--- config.mk ---
export PLATFORM = sky130hd
export DESIGN_NAME = line_compositor
export DESIGN_NICKNAME = d
export VERILOG_FILES = /design/src/rtl/ppu_types_pkg.sv /design/src/rtl/ppu_util_pkg.sv /design/src/rtl/line_buffer_pingpong.sv /design/src/rtl/line_compositor.sv
export SDC_FILE = /design/constraint.sdc
export NUM_CORES = 1
export LEC_CHECK = 0
export CAP_MARGIN = 20
export CORE_UTILIZATION = 40
export DETAILED_ROUTE_END_ITERATION = 12
export PLACE_DENSITY = 0.7
export SYNTH_ARGS = -nofsm -noshare
export SYNTH_HDL_FRONTEND = slang
export SYNTH_SLANG_ARGS = --single-unit
--- constraint.sdc ---
create_clock -name clk -period 2.45 [get_ports clk]
set_clock_uncertainty 0.1 [all_clocks]
set_input_delay 0.49 -clock clk [delete_from_list [all_inputs] [get_ports clk]]
set_output_delay 0.49 -clock clk [all_outputs]
set_load 0.03 [all_outputs]
--- src/rtl/ppu_types_pkg.sv ---
// Shared PPU pixel types, screen-geometry defaults and the BG/OBJ priority-rule selector.
package ppu_types_pkg;

  typedef logic [1:0] color_id_t;

  localparam int unsigned GB_SCREEN_WIDTH  = 160;
  localparam int unsigned GB_SCREEN_HEIGHT = 144;

  typedef enum logic {
    PrioDmg,
    PrioCgb
  } prio_rule_e;

endpackage

--- src/rtl/ppu_util_pkg.sv ---
// Palette lookup and BG/OBJ priority resolution shared by the PPU pixel paths.
package ppu_util_pkg;
  import ppu_types_pkg::*;

  function automatic color_id_t palette_map(input logic [7:0] pal, input color_id_t id);
    return pal[{id, 1'b0} +: 2];
  endfunction

  // CGB adds a master override: with LCDC[0] clear the BG never hides objects.
  function automatic logic resolve_priority(input prio_rule_e rule, input logic obj_valid,
                                            input color_id_t objc, input color_id_t bgc,
                                            input logic obj_bg_prio, input logic bg_en);
    logic bg_yields;
    bg_yields = !obj_bg_prio || (bgc == 2'd0);
    if (rule == PrioCgb) bg_yields = bg_yields || !bg_en;
    return obj_valid && (objc != 2'd0) && bg_yields;
  endfunction

endpackage

--- src/rtl/line_buffer_pingpong.sv ---
// Two-bank line store: writes go to wr_bank, the registered read port sees the other bank.
module line_buffer_pingpong #(
  parameter int unsigned Depth  = 160,
  parameter int unsigned ShadeW = 2,
  parameter int unsigned AddrW  = 8
) (
  input  logic              clk,
  input  logic              reset,
  input  logic              wr_en,
  input  logic [AddrW-1:0]  wr_addr,
  input  logic [ShadeW-1:0] wr_data,
  input  logic              toggle,
  input  logic [AddrW-1:0]  rd_addr,
  output logic              wr_bank,
  output logic [ShadeW-1:0] rd_data
);

  logic [ShadeW-1:0] mem_q [2][Depth];
  logic              wr_bank_q;
  logic [ShadeW-1:0] rd_data_q;

  // Storage is deliberately not reset; only the bank pointer and read register are.
  always_ff @(posedge clk) begin
    if (wr_en && (32'(wr_addr) < Depth)) mem_q[wr_bank_q][wr_addr] <= wr_data;
  end

  always_ff @(posedge clk or posedge reset) begin
    if (reset) begin
      wr_bank_q <= 1'b0;
      rd_data_q <= '0;
    end else begin
      if (toggle) wr_bank_q <= ~wr_bank_q;
      rd_data_q <= (32'(rd_addr) < Depth) ? mem_q[~wr_bank_q][rd_addr] : '0;
    end
  end

  assign wr_bank = wr_bank_q;
  assign rd_data = rd_data_q;

endmodule

--- src/rtl/line_compositor.sv ---
// Mode-3 pixel sink: drops SCX fine-scroll pixels, mixes BG/OBJ, fills a ping-pong line buffer.
// Optional LINE_COMPOSITOR_LAYER_MASK_EN adds dbg_bg_off/dbg_obj_off layer masks.
module line_compositor
  import ppu_types_pkg::*;
  import ppu_util_pkg::*;
#(
  parameter int unsigned SCREEN_W = GB_SCREEN_WIDTH,
  parameter int unsigned SCREEN_H = GB_SCREEN_HEIGHT,
  parameter int unsigned SHADE_W  = 2,
  parameter int unsigned X_W      = 8
) (
  input  logic               clk,
  input  logic               reset,
  input  logic               pixel_transfer_en,
  input  logic               start_line,
  input  logic [2:0]         scx_fine,
  input  logic               lcdc_bg_en,
  input  logic               lcdc_obj_en,
  input  logic               cgb_mode,
  input  logic [7:0]         bgp,
  input  logic [7:0]         obp0,
  input  logic [7:0]         obp1,
  input  logic               stall,
`ifdef LINE_COMPOSITOR_LAYER_MASK_EN
  input  logic               dbg_bg_off,
  input  logic               dbg_obj_off,
`endif
  input  logic               bg_valid,
  input  logic [1:0]         bg_color,
  output logic               bg_ready,
  input  logic               obj_valid,
  input  logic [1:0]         obj_color,
  input  logic               obj_pal_sel,
  input  logic               obj_bg_prio,
  output logic               obj_ready,
  output logic [X_W-1:0]     pixel_x,
  input  logic [X_W-1:0]     rd_addr,
  output logic [SHADE_W-1:0] rd_data,
  output logic               line_done,
  output logic               frame_done
);

  localparam int unsigned YW = (SCREEN_H > 1) ? $clog2(SCREEN_H) : 1;

  typedef enum logic [1:0] {
    StIdle,
    StDiscard,
    StDraw
  } state_e;

  state_e           state_q, state_d;
  logic [X_W-1:0]   pixel_x_q, pixel_x_d;
  logic [2:0]       disc_q, disc_d;
  logic [YW-1:0]    y_q, y_d;
  logic             line_done_q, line_done_d;
  logic             frame_done_q, frame_done_d;
  logic             consume, wr_en, toggle, obj_wins, wr_bank;
  color_id_t        bgc, objc, shade;

  // start_line has priority, so a coincident pixel is left in the FIFO.
  assign consume   = pixel_transfer_en && bg_valid && !stall && (state_q != StIdle) && !start_line;
  assign bg_ready  = consume;
  assign obj_ready = consume && obj_valid;

  always_comb begin
    bgc  = (lcdc_bg_en || cgb_mode) ? bg_color : 2'd0;
    objc = lcdc_obj_en ? obj_color : 2'd0;
`ifdef LINE_COMPOSITOR_LAYER_MASK_EN
    if (dbg_bg_off) bgc = 2'd0;
    if (dbg_obj_off) objc = 2'd0;
`endif
    obj_wins = resolve_priority(cgb_mode ? PrioCgb : PrioDmg, obj_valid, objc, bgc,
                                obj_bg_prio, lcdc_bg_en);
    shade    = obj_wins ? palette_map(obj_pal_sel ? obp1 : obp0, objc) : palette_map(bgp, bgc);
  end

  always_comb begin
    state_d      = state_q;
    pixel_x_d    = pixel_x_q;
    disc_d       = disc_q;
    y_d          = y_q;
    line_done_d  = 1'b0;
    frame_done_d = 1'b0;
    wr_en        = 1'b0;
    toggle       = 1'b0;
    if (start_line) begin
      pixel_x_d = '0;
      disc_d    = scx_fine;
      state_d   = (scx_fine != 3'd0) ? StDiscard : StDraw;
    end else if (consume) begin
      unique case (state_q)
        StDiscard: begin
          disc_d = disc_q - 3'd1;
          if (disc_q == 3'd1) state_d = StDraw;
        end
        StDraw: begin
          wr_en = 1'b1;
          if (pixel_x_q == X_W'(SCREEN_W - 1)) begin
            state_d     = StIdle;
            pixel_x_d   = '0;
            toggle      = 1'b1;
            line_done_d = 1'b1;
            if (y_q == YW'(SCREEN_H - 1)) begin
              y_d          = '0;
              frame_done_d = 1'b1;
            end else begin
              y_d = y_q + 1'b1;
            end
          end else begin
            pixel_x_d = pixel_x_q + 1'b1;
          end
        end
        default: ;
      endcase
    end
  end

  always_ff @(posedge clk or posedge reset) begin
    if (reset) begin
      state_q      <= StIdle;
      pixel_x_q    <= '0;
      disc_q       <= '0;
      y_q          <= '0;
      line_done_q  <= 1'b0;
      frame_done_q <= 1'b0;
    end else begin
      state_q      <= state_d;
      pixel_x_q    <= pixel_x_d;
      disc_q       <= disc_d;
      y_q          <= y_d;
      line_done_q  <= line_done_d;
      frame_done_q <= frame_done_d;
    end
  end

  line_buffer_pingpong #(
    .Depth (SCREEN_W),
    .ShadeW(SHADE_W),
    .AddrW (X_W)
  ) u_line_buf (
    .clk    (clk),
    .reset  (reset),
    .wr_en  (wr_en),
    .wr_addr(pixel_x_q),
    .wr_data(SHADE_W'(shade)),
    .toggle (toggle),
    .rd_addr(rd_addr),
    .wr_bank(wr_bank),
    .rd_data(rd_data)
  );

  assign pixel_x    = pixel_x_q;
  assign line_done  = line_done_q;
  assign frame_done = frame_done_q;

endmodule

# Yosys cells after proc, flatten, opt, wreduce, memory -nomap -nowiden
# Memories as Yosys holds them, arrays and structs flattened.
# Cells that the tools add are included.
[classes]
n_bitwise = 4
reduce_logical = 28
order_cmp = 5
shift = 2
div_mod_pow = 0
add_sub_neg = 3
muxes = 40
eq_ne = 7
n_mul = 0
[ops]
columns = ["cell", "n"]
rows = [
  ["2-to-1 mux 320 bit", 1],
  ["2-to-1 mux 8 bit", 6],
  ["2-to-1 mux 2 bit", 12],
  ["greater-or-equal comparator 9 bit, second input constant", 2],
  ["NOT 8 -> 9 bit", 2],
  ["adder 8 x 1 -> 8 bit, second input constant", 2],
  ["binary-select mux 2 bit (select 8 bit)", 1],
  ["demux 2 bit (select 8 bit)", 1],
  ["== test 8 bit, second input constant", 2],
  ["< comparator 8 bit, second input constant", 2],
  ["indexed part select 8 x 4 -> 2 bit", 2],
  ["2-to-1 mux 1 bit", 15],
  ["nonzero test 2 bit", 5],
  ["logical AND 1 bit", 9],
  ["< comparator 9 x 1 -> 1 bit, second input constant", 1],
  ["2-to-1 mux 3 bit", 3],
  ["AND reduction 4 bit", 2],
  ["inequality test 3 bit, second input constant", 2],
  ["nonzero test 3 bit", 2],
  ["logical NOT 1 bit", 4],
  ["one-hot mux 2 bit (2 select lines)", 1],
  ["AND reduction 2 bit", 2],
  ["== test 3 x 1 -> 1 bit, second input constant", 1],
  ["logical OR 1 bit", 3],
  ["5 further kinds", 6],
]
[totals]
rom_bits = 0
elab_cells = 98
latch_bits = 0
ramBits = 640
n_memories = 1
out_inout_bits = 14
input_bits = 51
regBits = 26
[mem_list]
columns = ["name", "words", "word_bits", "read_ports", "rd_ports_with_merged_regs", "wr", "line", "rtl"]
rows = [
  ["u_line_buf.mem_q", 2, 320, 1, 0, 1, "line_buffer_pingpong.sv:18", "logic [ShadeW-1:0] mem_q [2][Depth];"],
]

# Depth between registers and ports, before layout
[depth]
ltp_word = 9
mapped_depth = 12

# Modules after synthesis
# From an unflattened synthesis, not the netlist that was laid out.
[hier_totals]
hier_cells = 1678
hier_area_um2 = 27916.8
[modules_own_cells]
columns = ["module", "area_each_um2", "cells_per_inst", "instances"]
rows = [
  ["line_buffer_pingpong", 26419.1, 1522, 1],
  ["line_compositor", 1497.7, 156, 1],
]

# Worst setup path before layout
# No wires, ideal clock.
[synth_path]
kind = "input to register"
from = "input cgb_mode"
to = "memory u_line_buf.mem_q[0][0] (netlist name), data pin"
path_stages = 4
setup_time_ns = 2.682
setup_slack_ns = -13.707
arrival_time_ns = 13.375
cell_sequence = "or2_2 > nand3_1 > o221ai_1 > o21ai_0"
[synth_via]
elab_chain_len = 8
elab_cells_between_ends = 10
[synth_rtl]
columns = ["item", "line", "rtl"]
rows = [
  ["from (decl)", "line_compositor.sv:19", "input logic cgb_mode,"],
  ["logical OR 1 bit", "line_compositor.sv:66", "bgc = (lcdc_bg_en || cgb_mode) ? bg_color : 2'd0;"],
  ["2-to-1 mux 2 bit", "line_compositor.sv:66", ""],
  ["logical NOT 2 bit", "ppu_util_pkg.sv:14", "bg_yields = !obj_bg_prio || (bgc == 2'd0);"],
  ["logical OR 1 bit", "ppu_util_pkg.sv:14", ""],
  ["logical OR 1 bit", "ppu_util_pkg.sv:15", "if (rule == PrioCgb) bg_yields = bg_yields || !bg_en;"],
  ["2-to-1 mux 1 bit", "ppu_util_pkg.sv:15", ""],
  ["logical AND 1 bit", "ppu_util_pkg.sv:16", "return obj_valid && (objc != 2'd0) && bg_yields;"],
  ["2-to-1 mux 2 bit (*)", "line_compositor.sv:74", "shade = obj_wins ? palette_map(obj_pal_sel ? obp1 : obp0, objc) : palette_map(bgp, bgc);"],
  ["net shade[0]", "line_compositor.sv:58", "color_id_t bgc, objc, shade;"],
  ["to (decl)", "line_buffer_pingpong.sv:18", ""],
]
# The timed path passes the listed nets; every way through them passes the cells marked *.

# Final worst setup path
[layout_path]
from = "register u_line_buf.wr_bank_q (netlist: u_line_buf.wr_bank)"
to = "register u_line_buf.rd_data_q[0] (netlist: u_line_buf.rd_data[0])"
[layout_via]
elab_chain_len = 6
[layout_rtl]
columns = ["item", "line", "rtl"]
rows = [
  ["from (decl)", "line_buffer_pingpong.sv:19", "logic wr_bank_q;"],
  ["from (signal assigned)", "line_buffer_pingpong.sv:32", "if (toggle) wr_bank_q <= ~wr_bank_q;"],
  ["NOT 1 bit", "line_buffer_pingpong.sv:33", "rd_data_q <= (32'(rd_addr) < Depth) ? mem_q[~wr_bank_q][rd_addr] : '0;"],
  ["memory (2 x 320 bit)", "n/a", ""],
  ["binary-select mux 2 bit (select 8 bit)", "line_buffer_pingpong.sv:33", ""],
  ["2-to-1 mux 2 bit (implied by the code) (2 in series)", "line_buffer_pingpong.sv:33", ""],
  ["2-to-1 mux 2 bit", "line_buffer_pingpong.sv:33", ""],
  ["to (signal assigned)", "line_buffer_pingpong.sv:33", ""],
  ["to (decl)", "line_buffer_pingpong.sv:20", "logic [ShadeW-1:0] rd_data_q;"],
]
# Every way passes these cells. The select of a mux whose other input is x is not followed.
# A chain may end at the register's enable or synchronous reset.

==> impl_metrics.ini <==
[synth]
synth_fa_ha_area_share_pct = 0.315
synth_top_cell_by_area = edfxtp_1
synth.distinct_cells = 54
syn_inst = 1650
synth.top_cell.area_share_pct = 69.1
synth_top_family_by_area = multiplexers
synth_simple_gate_area_share_pct = 7.21
async_flop_share_pct = 3.90
synth_top_cells_by_area = edfxtp_1 (69%), mux4_2 (13%), nor2_1 (4.6%), dfrtp_1 (2.3%), mux2i_1 (1.7%)
seq_area_frac_synth_pct = 71.4
synth_xor_area_share_pct = 0.283
synth.avg_cell_area_um2 = 16.9
synth_ff_type = edfxtp_1
yosysWarnings = 0
synth_edf_count = 640
synth_nets = 1708
synthMuxAreaShare_pct = 15.5
syn_area_um2 = 27800
synth_compound_area_share_pct = 3.01
synth_seq_cells = 666

[timing]
holdWs_ns = 0.197
hold_viol_final = 0
min_period_over_period_pct = 113
drv_slew = 0
setup_viol = 2
slew_headroom_pct = 60.2
worst_pin_slew_ns = 0.591
max_freq_ghz = 0.361
fin_crit_ns = 2.77
rsz0062_at_grt = yes
fin_ws_ns = -0.322
finalSetupTns_ns = -0.623

[layout]
fin_cells = 2879
multi_input_area_um2 = 7550
diodes = 0
layout-drive-gt1-share_pct = 28.7
final_common_cell = edfxtp_1
layout_common_cells = edfxtp_1 (640), nor2_1 (327), buf_4 (175)
fillerInstances = 5661
syn2layout_area_growth_pct = 21.6
regArea_um2 = 19900
final_nets = 1955
fin_area_um2 = 33800

[floorplanning]
fp-row-count = 96
die_w_um = 266
die_h_um = 266
dieArea_um2 = 70600
placeableCoreArea_um2 = 68700
initial_utilization_pct = 40.5
pin_count = 65

[worst_setup_path]
cp.required_ns = 2.83
cp_max_fo = 8
critPathLaunchType = register
cp.arrival_ns = 3.15
critPathKind = register to register
cp-end-kind = register

[power_and_ir_drop]
power_density_nw_per_um2 = 712
peakVddDrop_v = 0.000412
cellLeakagePower_uw = 0.0109

[detailed_routing]
detail-route-antenna-nets = 0
wl_um = 68100
vias = 16000
drc_errors = 0
drt-pass1-iter-count = 6
drt_iter0_markers = 1580
avgRoutedWirePerCell_um = 23.6
avgViaCountPerCell = 5.57

[clock_network]
ctsHtreeMaxLevel = 3
cts_buffers = 66
clk_path_buf_depth = 3
cts.clk_slew.worst_paths_ns = 0.07
clock-root-buffer = clkbuf_16
cts_tree = done
postCtsHoldBufs = 0
cts_sinks = 666
clk_latency_ns = 0.59

[placed_design]
dpl.hpwl_um = 44100
place_area_um2 = 31400
io_buffers = 62
pre_cts_ws_ns = -0.517
routabilityCongestion = 0.845
placedCellCount = 2747

[global_routing]
grt_first_pass_wirelength_um = 102000
grt_overflow = 0
grt_max_degree = 98
antenna_found_initial = 0
grt_pass1_vias = 16400
grt_use_total_pct = 19.5

[outcome]
status = finished with violations
violations = negative setup slack

[min_path]
min_path_type = input pin to asynchronous set/reset pin

[flow_run]
cap_violations = 0
## flip-flops by register name, summed over array words and instances, names as in the netlist
signal              count
u_line_buf.mem_q      640
pixel_x                 8
y_q                     8
disc_q                  3
state_q                 2
u_line_buf.rd_data      2
frame_done              1
line_done               1
u_line_buf.wr_bank      1
## final timing paths
check                                          startpoint  slack (ns)                               to  cells past startpoint
min reg2reg                            y_q[6]$_DFFE_PP0P_        0.44               y_q[6]$_DFFE_PP0P_                      1
min                                                 reset        0.20  u_line_buf.rd_data[1]$_DFF_PP0_                      3
min in group clk                              scx_fine[2]        0.39            disc_q[2]$_DFFE_PP0P_                      3
max                        u_line_buf.wr_bank$_DFFE_PP0P_       -0.32  u_line_buf.rd_data[0]$_DFF_PP0_                     11
max in group asynchronous                           reset        1.72   u_line_buf.wr_bank$_DFFE_PP0P_                      3
max reg2reg                u_line_buf.wr_bank$_DFFE_PP0P_       -0.32  u_line_buf.rd_data[0]$_DFF_PP0_                     11
## through the flow
| stage | power [µW] | util (%) |
|---|---|---|
| final | 24100 | 49.2 |
| after global routing | 24700 | 49.2 |
| after CTS | 24200 | 49.0 |
| after detailed placement | 14500 | 45.6 |
| after global placement | 14500 | 45.6 |
| after floorplan | 13800 | - |
## final cells by class
cell class | count | share of cell area [%]
Clock buffer | 81 | 5.37
Clock inverter | 38 | 0.777
Inverter | 13 | 0.144
Multi-Input combinational cell | 853 | 22.3
Sequential cell | 666 | 58.8
Tap cell | 931 | 3.45
Timing Repair Buffer | 297 | 9.15
## synth_stat cells, types with 3 or more instances
cell / number
o221ai_1: 10
nor2_1: 344
a21oi_1: 20
buf_4: 13
a221oi_1: 5
and3_1: 4
o22ai_1: 6
o21ai_0: 36
a22oi_1: 4
buf_1: 4
nand4_1: 5
and2_1: 11
mux4_2: 164
o211ai_1: 5
nor3_1: 8
nand2_1: 69
xor2_1: 4
buf_2: 31
clkbuf_1: 64
mux2_2: 12
a211oi_1: 13
a211o_1: 3
edfxtp_1: 640
ha_1: 7
inv_1: 12
mux2i_1: 48
o31ai_1: 5
nand2b_1: 6
dfrtp_1: 26
nand3_1: 12
and3b_1: 3
xnor2_1: 5
nor2b_1: 14
buf_6: 6
a31oi_1: 3
## where the power goes
part	total (µW)	leakage (µW)	internal [µW]	switching (µW)
clock	9760	0.00102	5590	4170
sequential	12800	0.00621	12800	19.0
combinational	1510	0.00367	611	895
## logic make-up after synthesis
family | count (synthesis)
adders and majority gates | 7
and+or+nand+nor | 487
muxes | 224
AOI/OAI and AO/OA | 126
DFF | 666
xor gates and xnor gates | 9
buffers and inverters | 131
## timing repair
| action | 4_1_cts | 5_1_grt |
|---|---|---|
| cloned | 2 | 0 |
| setup endpoints to repair | 3 | 100 |
| resized for setup | 28 | 33 |
| setup buffers | 11 | 0 |
| pin swaps | 6 | 9 |
## critical path, cell delays in order (launching register included)
cell and delay [ns]:
dfrtp_4 0.49, buf_12 0.18, buf_12 0.17, buf_6 0.12, buf_4 0.12, mux4_2 0.51, a211o_1 0.28, a21oi_1 0.13
o21ai_1 0.09, nand3_1 0.15, a311oi_1 0.08, a211o_1 0.25
## routing by layer
| metal | vias up | track usage (%) | part of all wire [%] | wire length (µm) |
|---|---|---|---|---|
| met5 | - | 0 | 0 | 0 |
| met4 | 0 | 6.90 | 2.7 | 1850 |
| met3 | 113 | 3.65 | 8.0 | 5460 |
| met2 | 703 | 32.7 | 50 | 34200 |
| met1 | 8303 | 25.4 | 39 | 26600 |
| li1 | 6924 | - | - | - |
(Power assumes the default switching activity.)
